### src/rtl/demux3_stream.sv
// demux3_stream: steers one producer stream to one of three consumer streams.
// The 2-bit select travels with each transfer. One registered stage sits
// between producer and consumers and sustains one transfer per clock.
// Select code 11 is illegal: the transfer is accepted, discarded and counted.
//
// Ports:
//   i_clk, i_rst_n            clock, asynchronous active-low reset
//   i_s_valid / o_s_ready     producer handshake (o_s_ready is combinational)
//   i_s_data, i_s_sel         producer payload and destination (00/01/10)
//   o_m0/1/2_valid            consumer valids, at most one high at a time
//   i_m0/1/2_ready            consumer readys
//   o_m_data                  shared payload register, held after delivery
//   o_drop_pulse              one-cycle pulse after an illegal-select transfer
//   o_drop_cnt                saturating count of discarded transfers
module demux3_stream #(
    parameter int unsigned WIDTH = 8,
    parameter int unsigned CNT_W = 8
) (
    input  logic             i_clk,
    input  logic             i_rst_n,
    input  logic             i_s_valid,
    output logic             o_s_ready,
    input  logic [WIDTH-1:0] i_s_data,
    input  logic [1:0]       i_s_sel,
    output logic             o_m0_valid,
    input  logic             i_m0_ready,
    output logic             o_m1_valid,
    input  logic             i_m1_ready,
    output logic             o_m2_valid,
    input  logic             i_m2_ready,
    output logic [WIDTH-1:0] o_m_data,
    output logic             o_drop_pulse,
    output logic [CNT_W-1:0] o_drop_cnt
);

    typedef enum logic {
        ST_EMPTY = 1'b0,
        ST_FULL  = 1'b1
    } state_t;

    state_t             r_state;
    logic [1:0]         r_sel;
    logic [2:0]         r_valid;
    logic [WIDTH-1:0]   r_data;
    logic               r_drop_pulse;
    logic [CNT_W-1:0]   r_drop_cnt;

    logic               w_out_fire;
    logic               w_in_fire;
    logic               w_legal;
    logic               w_drop;

    // Readys are masked by the one-hot valid register, so a ready on an idle
    // consumer never counts as a delivery.
    assign w_out_fire = (r_valid[0] & i_m0_ready) |
                        (r_valid[1] & i_m1_ready) |
                        (r_valid[2] & i_m2_ready);

    // Free slot, or the held word leaves on this same edge (no bubble).
    assign o_s_ready  = (r_state == ST_EMPTY) | w_out_fire;
    assign w_in_fire  = i_s_valid & o_s_ready;
    assign w_legal    = (i_s_sel != 2'b11);
    assign w_drop     = w_in_fire & ~w_legal;

    // Holding stage: load on legal accept, empty on delivery, else hold.
    always_ff @(posedge i_clk or negedge i_rst_n) begin
        if (!i_rst_n) begin
            r_state <= ST_EMPTY;
            r_sel   <= 2'b00;
            r_valid <= 3'b000;
            r_data  <= '0;
        end else if (w_in_fire && w_legal) begin
            r_state <= ST_FULL;
            r_sel   <= i_s_sel;
            r_valid <= 3'(3'b001 << i_s_sel);
            r_data  <= i_s_data;
        end else if (w_out_fire) begin
            // Payload is kept; only the valids drop.
            r_state <= ST_EMPTY;
            r_valid <= 3'b000;
        end
    end

    // Drop reporting: pulse and saturating counter.
    always_ff @(posedge i_clk or negedge i_rst_n) begin
        if (!i_rst_n) begin
            r_drop_pulse <= 1'b0;
            r_drop_cnt   <= '0;
        end else begin
            r_drop_pulse <= w_drop;
            if (w_drop && (r_drop_cnt != {CNT_W{1'b1}})) begin
                r_drop_cnt <= r_drop_cnt + CNT_W'(1);
            end
        end
    end

    assign o_m0_valid   = r_valid[0];
    assign o_m1_valid   = r_valid[1];
    assign o_m2_valid   = r_valid[2];
    assign o_m_data     = r_data;
    assign o_drop_pulse = r_drop_pulse;
    assign o_drop_cnt   = r_drop_cnt;

endmodule

### config.mk
export PLATFORM = sky130hd
export DESIGN_NAME = demux3_stream
export DESIGN_NICKNAME = d
export VERILOG_FILES = /design/src/rtl/demux3_stream.sv
export SDC_FILE = /design/constraint.sdc
export NUM_CORES = 1
export LEC_CHECK = 0
export ABC_CLOCK_PERIOD_IN_PS = 2200
export CORE_MARGIN = 2
export CORE_UTILIZATION = 42
export DETAILED_ROUTE_END_ITERATION = 7
export GPL_TIMING_DRIVEN = 0
export PLACE_DENSITY_LB_ADDON = 0.15
export SLEW_MARGIN = 20
export SYNTH_ARGS = -nofsm -noshare
export SYNTH_HDL_FRONTEND = slang
export SYNTH_SLANG_ARGS = --single-unit
### constraint.sdc
create_clock -name i_clk -period 2.2 [get_ports i_clk]
set_input_delay 0.22 -clock i_clk [delete_from_list [all_inputs] [get_ports i_clk]]
set_output_delay 0.22 -clock i_clk [all_outputs]
set_load 0.05 [all_outputs]
==> key figures, run 1 <==
Status
  • Outcome: completed

Route
  • Routed len/inst: approximately 13 um
  • Final WL: 1850 um
  • Drt first pass iters: 4
  • DR DRC count: 0
  • Total number of vias: 723
  • Vias per inst: ~5.1
  • Initial DRC count: 11
  • Routed Antenna Nets: 0

Place
  • Placement Setup Slack: -0.233 ns
  • Port buffer count: 36
  • Placed Area: 1340 um2
  • Placed Cells: between 100 and 150
  • GPL Wtd Cong: about 0.73
  • Post-DP HPWL: 1340 um

Floorplanning
  • Die Wd: just over 50 um
  • Die area: 2650 um2
  • Floorplan Core Area: 2170 um2
  • Rows: 17
  • Die H: around 52 um
  • Ports: 37
  • Initial Util: 43.7%

Timing
  • RSZ-0062 raised after global routing: false
  • Worst slew margin: 38.5%
  • Slew Limit Fails: 0
  • Final-report hold violation count: 0
  • Final period util: 83.1%
  • Clk_skew: about 0.0060 ns
  • Final Setup Violations: 0
  • Hold Slack: 0.428 ns
  • Final WS setup: 0.371 ns
  • Worst-Margin Slew: 0.919 ns
  • Fin crit period: 1.83 ns
  • Max Fclk: 547 MHz

Synthesis
  • Synth Flop Type: dfrtp_1
  • Most frequent cell after synthesis: dfrtp_1
  • Synthesized net count: 89
  • Synth cell types: 24
  • Post-synth EDFFs: 0
  • Ys async rst share: 100%
  • Post-Syn Area per Cell: roughly 13 um2
  • FF+latch count, synth: 21
  • Yosys top cell by area: dfrtp_1
  • Synth top area share: a little under three fifths
  • Cell area after synthesis: 948 um2
  • Synth warn: 0
  • Area contributors post-synth: dfrtp_1 (55%), mux2_4 (14%), xor2_1 (5.5%)
  • Cells after Synth: 72
  • Seq/Total Area, Yosys: between 50% and 60%
  • Most common library cells after synthesis: dfrtp_1 (21), mux2_4 (9), xor2_1 (6), nand2_1 (4), nand3_1 (4)

Global routing
  • Initial antenna violation count: 0
  • First-pass GRT wire length: 2950 um
  • Largest net degree at the start of global routing: 22
  • GRT overflow: 0
  • Met2 usage: between 20% and 30%
  • Layer with the highest usage: met2
  • Vias in the first global route: a little under 700
  • Global Route Usage Sum: 14.8%
  • Met3 usage: 3.45%
  • M1 GR Usage: 21.0%

Setup path
  • Critical path buffers and inverters: 0
  • Setup crit start kind: flip-flop
  • Crit end category: flip-flop
  • Worst-path maximum fanout: 6
  • Setup Crit Path Kind: flip-flop to flip-flop
  • Crit path cell chain: ha_1 -> nand2_1 -> nor3_1 -> nor2_2 -> mux2_4
  • Slowest cell on crit path: nor3_1
  • Crit path largest cell delay: 0.58 ns
  • Worst endpoint data arrival time: 2.02 ns
  • WP data required: around 2.4 ns
  • Critical path's top delay family: simple AND/OR/NAND/NOR gates

Clocking
  • Root Driver: clkbuf_4
  • # clock sinks: 21
  • Maximum root-to-sink buffer count: 2
  • CTS Buf Count: 3
  • CTS tree: yes
  • H-tree levels: 1
  • Clock latency at the later pin of the worst-skew pair: 0.29 ns
  • Clock slew at reported path FFs: 0.11 ns

Cells and area
  • Fin nets: 131
  • Antenna diodes: 0
  • Synthesis-to-layout area growth: 45.5%
  • Layout cell share with drive strength beyond 1: between 15 and 20%
  • Filler cell count: 201
  • Final std cells w/o fill: 141
  • Final design utilization: 63.6%
  • FF/Latch Area: 526 um2
  • Area of the multi-input gates: 419 um2
  • Finished Cell Area: 1380 um2

Power and ir drop
  • Power per cell area: 1510 nW/um2
  • Leakage: 0.610 nW
  • Maximum vdd drop: 973 uV

Job
  • Maximum Capacitance Violations: 0

Min path
  • Hold Crit Class: input port to asynchronous set/reset pin
## state kept, by name, indices dropped and copies added (netlist names)
signal	cells
o_drop_cnt	8
o_m_data	8
r_valid	3
o_drop_pulse	1
r_state	1
## final timing paths
check	start	end	slack, ns	depth (start not counted)
worst min register to register	o_m_data[0]$_DFFE_PN0P_	o_m_data[0]$_DFFE_PN0P_	0.52	1
min in group i_clk	o_m_data[0]$_DFFE_PN0P_	o_m_data[0]$_DFFE_PN0P_	0.52	1
worst max-delay path	o_drop_cnt[0]$_DFFE_PN0P_	o_drop_cnt[1]$_DFFE_PN0P_	0.37	5
worst min-delay path	i_rst_n	o_drop_cnt[3]$_DFFE_PN0P_	0.43	1
max in group asynchronous	i_rst_n	o_m_data[7]$_DFFE_PN0P_	1.21	1
worst max register to register	o_drop_cnt[0]$_DFFE_PN0P_	o_drop_cnt[1]$_DFFE_PN0P_	0.37	5
## layout make-up
cell class                 count  area share [%]
sequential                    21            38.1
multi-input combinational     50            30.4
timing repair buffer          37            26.8
tap                           28            2.54
clock buffer                   4            1.90
inverter                       1           0.272
## routing by layer
layer | vias up | part of all wire (%)
met2 | 19 | 46
met5 | - | 0
met1 | 356 | 48
met4 | 0 | 0.70
li1 | 346 | -
met3 | 2 | 5.4
## kinds of logic (layout without fill, tap and decap cells)
family | count (synthesis) | after routing | share of synthesized area [%]
DFF | 21 | 21 | 55.4
and+or+nand+nor | 21 | 21 | 12.1
AOI/OAI and AO/OA | 13 | 13 | 11.0
muxes | 9 | 9 | 14.2
xor gates and xnor gates | 6 | 6 | 5.54
adders and majority gates | 1 | 1 | 1.32
buffers and inverters | 1 | 42 | 0.395
## layout by cell type (no fill, tap or decap)
cell type,instances
a21o_1,1
xor2_1,6
nor4_1,3
a222oi_1,1
nor3b_1,1
dfrtp_1,21
nor2_1,1
nand2_1,4
inv_1,1
nand4_1,1
o31ai_1,1
nand2b_1,3
o211ai_1,2
ha_1,1
clkdlybuf4s50_1,35
nor3_1,2
clkbuf_1,1
nor2_2,1
o21ai_0,2
a21o_2,2
buf_4,1
nor4b_1,1
a21oi_4,1
a21bo_1,1
nand3_1,4
dlymetal6s2s_1,1
a21oi_1,2
clkbuf_4,3
mux2_4,9
## power by group
part | total (W) | switching (W) | internal, W | leakage (nW)
Clock | 0.000177 | 0.000107 | 0.0000705 | 0.0150
Combinational | 0.00125 | 0.000756 | 0.000496 | 0.332
Sequential | 0.000659 | 0.000123 | 0.000536 | 0.263
## repair_timing
item                                    CTS  global route
pin swaps                                 1             0
buffers inserted                          1             0
endpoints found under the setup margin    1             1
cloned                                    0             0
resized for setup                         0             1
hold buffers                              0             0
## metrics by stage
stage	setup TNS, ns	power, W
4_1_cts	0	0.00211
6_report	0	0.00209
3_3_place_gp	-0.216	0.00189
2_1_floorplan	0	0.00150
3_5_place_dp	-0.627	0.00191
5_1_grt	0	0.00220
No activity file was read; power rests on OpenSTA's default activity.
==> inputs of run 2 (changes only) <==
--- a/config.mk
+++ b/config.mk
@@ -5,9 +5,9 @@
 export SDC_FILE = /design/constraint.sdc
 export NUM_CORES = 1
 export LEC_CHECK = 0
-export ABC_CLOCK_PERIOD_IN_PS = 2200
+export ABC_CLOCK_PERIOD_IN_PS = 1500
 export CORE_MARGIN = 2
-export CORE_UTILIZATION = 42
+export CORE_UTILIZATION = 38
 export DETAILED_ROUTE_END_ITERATION = 7
 export GPL_TIMING_DRIVEN = 0
 export PLACE_DENSITY_LB_ADDON = 0.15
==> constraint.sdc (replaced) <==
create_clock -name i_clk -period 1.5 [get_ports i_clk]
set_input_delay 0.15 -clock i_clk [delete_from_list [all_inputs] [get_ports i_clk]]
set_output_delay 0.15 -clock i_clk [all_outputs]
set_load 0.05 [all_outputs]
==> key figures, run 2 (same netlist as run 1, synthesis figures left out) <==
Status
  • Outcome: finished with violations (was completed)
  • Failing checks: negative setup slack

Clocking
  • Clock slew at reported path FFs: 0.11 ns (about the same)
  • CTS tree: yes (unchanged)
  • # clock sinks: 21 (unchanged)
  • CTS Buf Count: 3 (unchanged)
  • H-tree levels: 1 (unchanged)
  • Maximum root-to-sink buffer count: 2 (unchanged)
  • Root Driver: clkbuf_4 (unchanged)
  • Clock latency at the later pin of the worst-skew pair: 0.30 ns (was 0.29 ns)

Cells and area
  • Leading cell type in the layout, fill and taps excluded: dfrtp_1 (was clkdlybuf4s50_1)
  • Antenna diodes: 0 (unchanged)
  • Fin nets: 146 (was 131)
  • Synthesis-to-layout area growth: 71.2% (was 45.5%)
  • Final std cells w/o fill: 158 (was 141)
  • Finished Cell Area: 1620 um2 (was 1380 um2)
  • Commonest non-fill, non-tap cells in the layout: dfrtp_1 (18), dlygate4sd2_1 (17), clkdlybuf4s50_1 (14) (was clkdlybuf4s50_1 (35), dfrtp_1 (21), mux2_4 (9))
  • Layout cell share with drive strength beyond 1: 40.6% (was 15.0%)

Route
  • Initial DRC count: 15 (was 11)
  • Drt first pass iters: 4 (unchanged)
  • Final WL: 2350 um (was 1850 um)
  • Routed met3 length: 136 um (was 99 um)
  • Met1 wire length: 919 um (was 883 um)
  • Max layer used: met4 (unchanged)
  • Vias per inst: 5.08 (was 5.13)
  • DR DRC count: 0 (unchanged)
  • WL met2: 1230 um (was 853 um)
  • Routed len/inst: 14.9 um (was 13.1 um)
  • Total number of vias: 803 (was 723)
  • Routed Antenna Nets: 0 (unchanged)

Place
  • Placed Cells: 138 (was 136)
  • Post-DP HPWL: 1360 um (was 1340 um)
  • Placed Area: 1360 um2 (was 1340 um2)
  • GPL Wtd Cong: 0.738 (was 0.730)
  • Port buffer count: 36 (unchanged)

Setup path
  • Crit path largest cell delay: 0.38 ns (was 0.58 ns)
  • WP data required: 1.69 ns (was 2.39 ns)
  • Crit end category: flip-flop (unchanged)
  • Setup Crit Path Kind: flip-flop to flip-flop (unchanged)
  • Worst r2r src: r_valid[0]$_DFFE_PN0P_ (was o_drop_cnt[0]$_DFFE_PN0P_)
  • Worst-path maximum fanout: 5 (was 6)
  • Slowest cell on crit path: dfrtp_2 (was nor3_1)
  • Crit path cell chain: a222oi_1 -> buf_4 -> buf_6 -> a21bo_4 -> a21oi_4 -> mux2_4 (was ha_1 -> nand2_1 -> nor3_1 -> nor2_2 -> mux2_4)
  • Setup crit start kind: flip-flop (unchanged)
  • Critical Path Start: r_valid[0]$_DFFE_PN0P_ (was o_drop_cnt[0]$_DFFE_PN0P_)
  • Worst endpoint data arrival time: 1.87 ns (was 2.02 ns)

Global routing
  • Vias in the first global route: 823 (was 675)
  • Global Route Usage Sum: 18.0% (was 14.8%)
  • Initial antenna violation count: 0 (unchanged)
  • First-pass GRT wire length: 3640 um (was 2950 um)
  • Largest net degree at the start of global routing: 22 (unchanged)
  • GRT overflow: 0 (unchanged)

Floorplanning
  • Die area: 2910 um2 (was 2650 um2)
  • Ports: 37 (unchanged)
  • Rows: 18 (was 17)
  • Floorplan Core Area: 2410 um2 (was 2170 um2)
  • Initial Util: 39.4% (was 43.7%)
  • Die Wd: 54.0 um (was 51.5 um)
  • Die H: 54.0 um (was 51.5 um)

Timing
  • Worst slew margin: 39.4% (was 38.5%)
  • Final WS setup: -0.176 ns (was 0.371 ns)
  • Fin crit period: 1.68 ns (was 1.83 ns)
  • Max Fclk: 597 MHz (was 547 MHz)
  • RSZ-0062 raised after global routing: true (was false)
  • Final period util: 112% (was 83.1%)
  • Setup TNS: -2.17 ns (was 0 ns)
  • Clk_skew: 0.00862 ns (was 0.00595 ns)
  • Final Setup Violations: 17 (was 0)
  • Final-report hold violation count: 0 (unchanged)
  • Worst-Margin Slew: 0.906 ns (was 0.919 ns)
  • Slew Limit Fails: 0 (unchanged)

Min path
  • Hold_sp: i_s_sel[0]
  • Hold Crit Class: input port to flip-flop (was input port to asynchronous set/reset pin)

Power and ir drop
  • Leakage: 0.768 nW (was 0.610 nW)
  • Power per cell area: 2030 nW/um2 (was 1510 nW/um2)
  • Maximum vdd drop: 1390 uV (was 973 uV)
  • Power, Total: 0.00330 W (was 0.00209 W)

Job
  • Maximum Capacitance Violations: 0 (unchanged)
-- run 2: cell count changes in the layout (fill, tap and decap cells not counted), moves of 3 or more --
cell,before,now
nor4_1,3,0
dfrtp_1,21,18
buf_4,1,9
dfrtp_2,0,3
dlygate4sd2_1,0,17
buf_6,0,5
clkdlybuf4s50_1,35,14
-- run 2: worst max-delay path: cells and delay by family (launching register included) --
kind / cells / cell delay, ns
flip-flops: 1 / 0.38
buffers and inverters: 2 / 0.27
multiplexers: 1 / 0.33
AO/OA/AOI/OAI: 3 / 0.59
-- run 2: report_power, final --
group,switching (W),internal [W]
sequential,0.000174,0.000791
clock,0.000171,0.0000994
combinational,0.00125,0.000812
-- run 2: what timing repair did --
item	4_1_cts	5_1_grt
gates cloned	1	0
pin swaps	7	4
gates resized for setup	45	16
setup buffers	13	3
hold buffers	0	0
hold endpoints to repair	0	0
endpoints found under the setup margin	42	24
-- run 2: area by class of cell --
| cell class | count | area, um2 |
|---|---|---|
| tap | 30 | 37.5 |
| multi-input combinational | 51 | 546 |
| sequential | 21 | 529 |
| inverter | 1 | 3.75 |
| timing repair buffer | 51 | 480 |
| fill | 199 | 786 |
| clock inverter | 1 | 5.00 |
| clock buffer | 3 | 22.5 |
-- run 2: worst paths after layout --
| check | endpoint | slack [ns] | cells past startpoint |
|---|---|---|---|
| worst max-delay path | o_m_data[3]$_DFFE_PN0P_ | -0.18 | 6 |
| worst min-delay path | r_valid[1]$_DFFE_PN0P_ | 0.32 | 3 |
| max in group asynchronous | r_valid[2]$_DFFE_PN0P_ | 0.54 | 1 |
| min in group asynchronous | o_m_data[6]$_DFFE_PN0P_ | 0.34 | 1 |
| worst min register to register | o_m_data[6]$_DFFE_PN0P_ | 0.52 | 1 |
| worst max register to register | o_m_data[3]$_DFFE_PN0P_ | -0.18 | 6 |
-- run 2: stage by stage --
stage	worst slack (ns)	hold WS, ns	utilization (%)
final	-0.176	0.318	67.4
after global routing	-0.249	0.333	67.4
after CTS	-0.197	0.371	65.4
after detailed placement	-0.823	0.497	56.4
after global placement	-0.829	0.491	56.4
after floorplan	-0.435	-0.146	-
-- run 2: routing by layer --
layer	vias up	track usage (%)
met5	-	0
met4	0	11.5
met3	9	2.78
met2	26	30.5
met1	393	21.1
li1	375	-
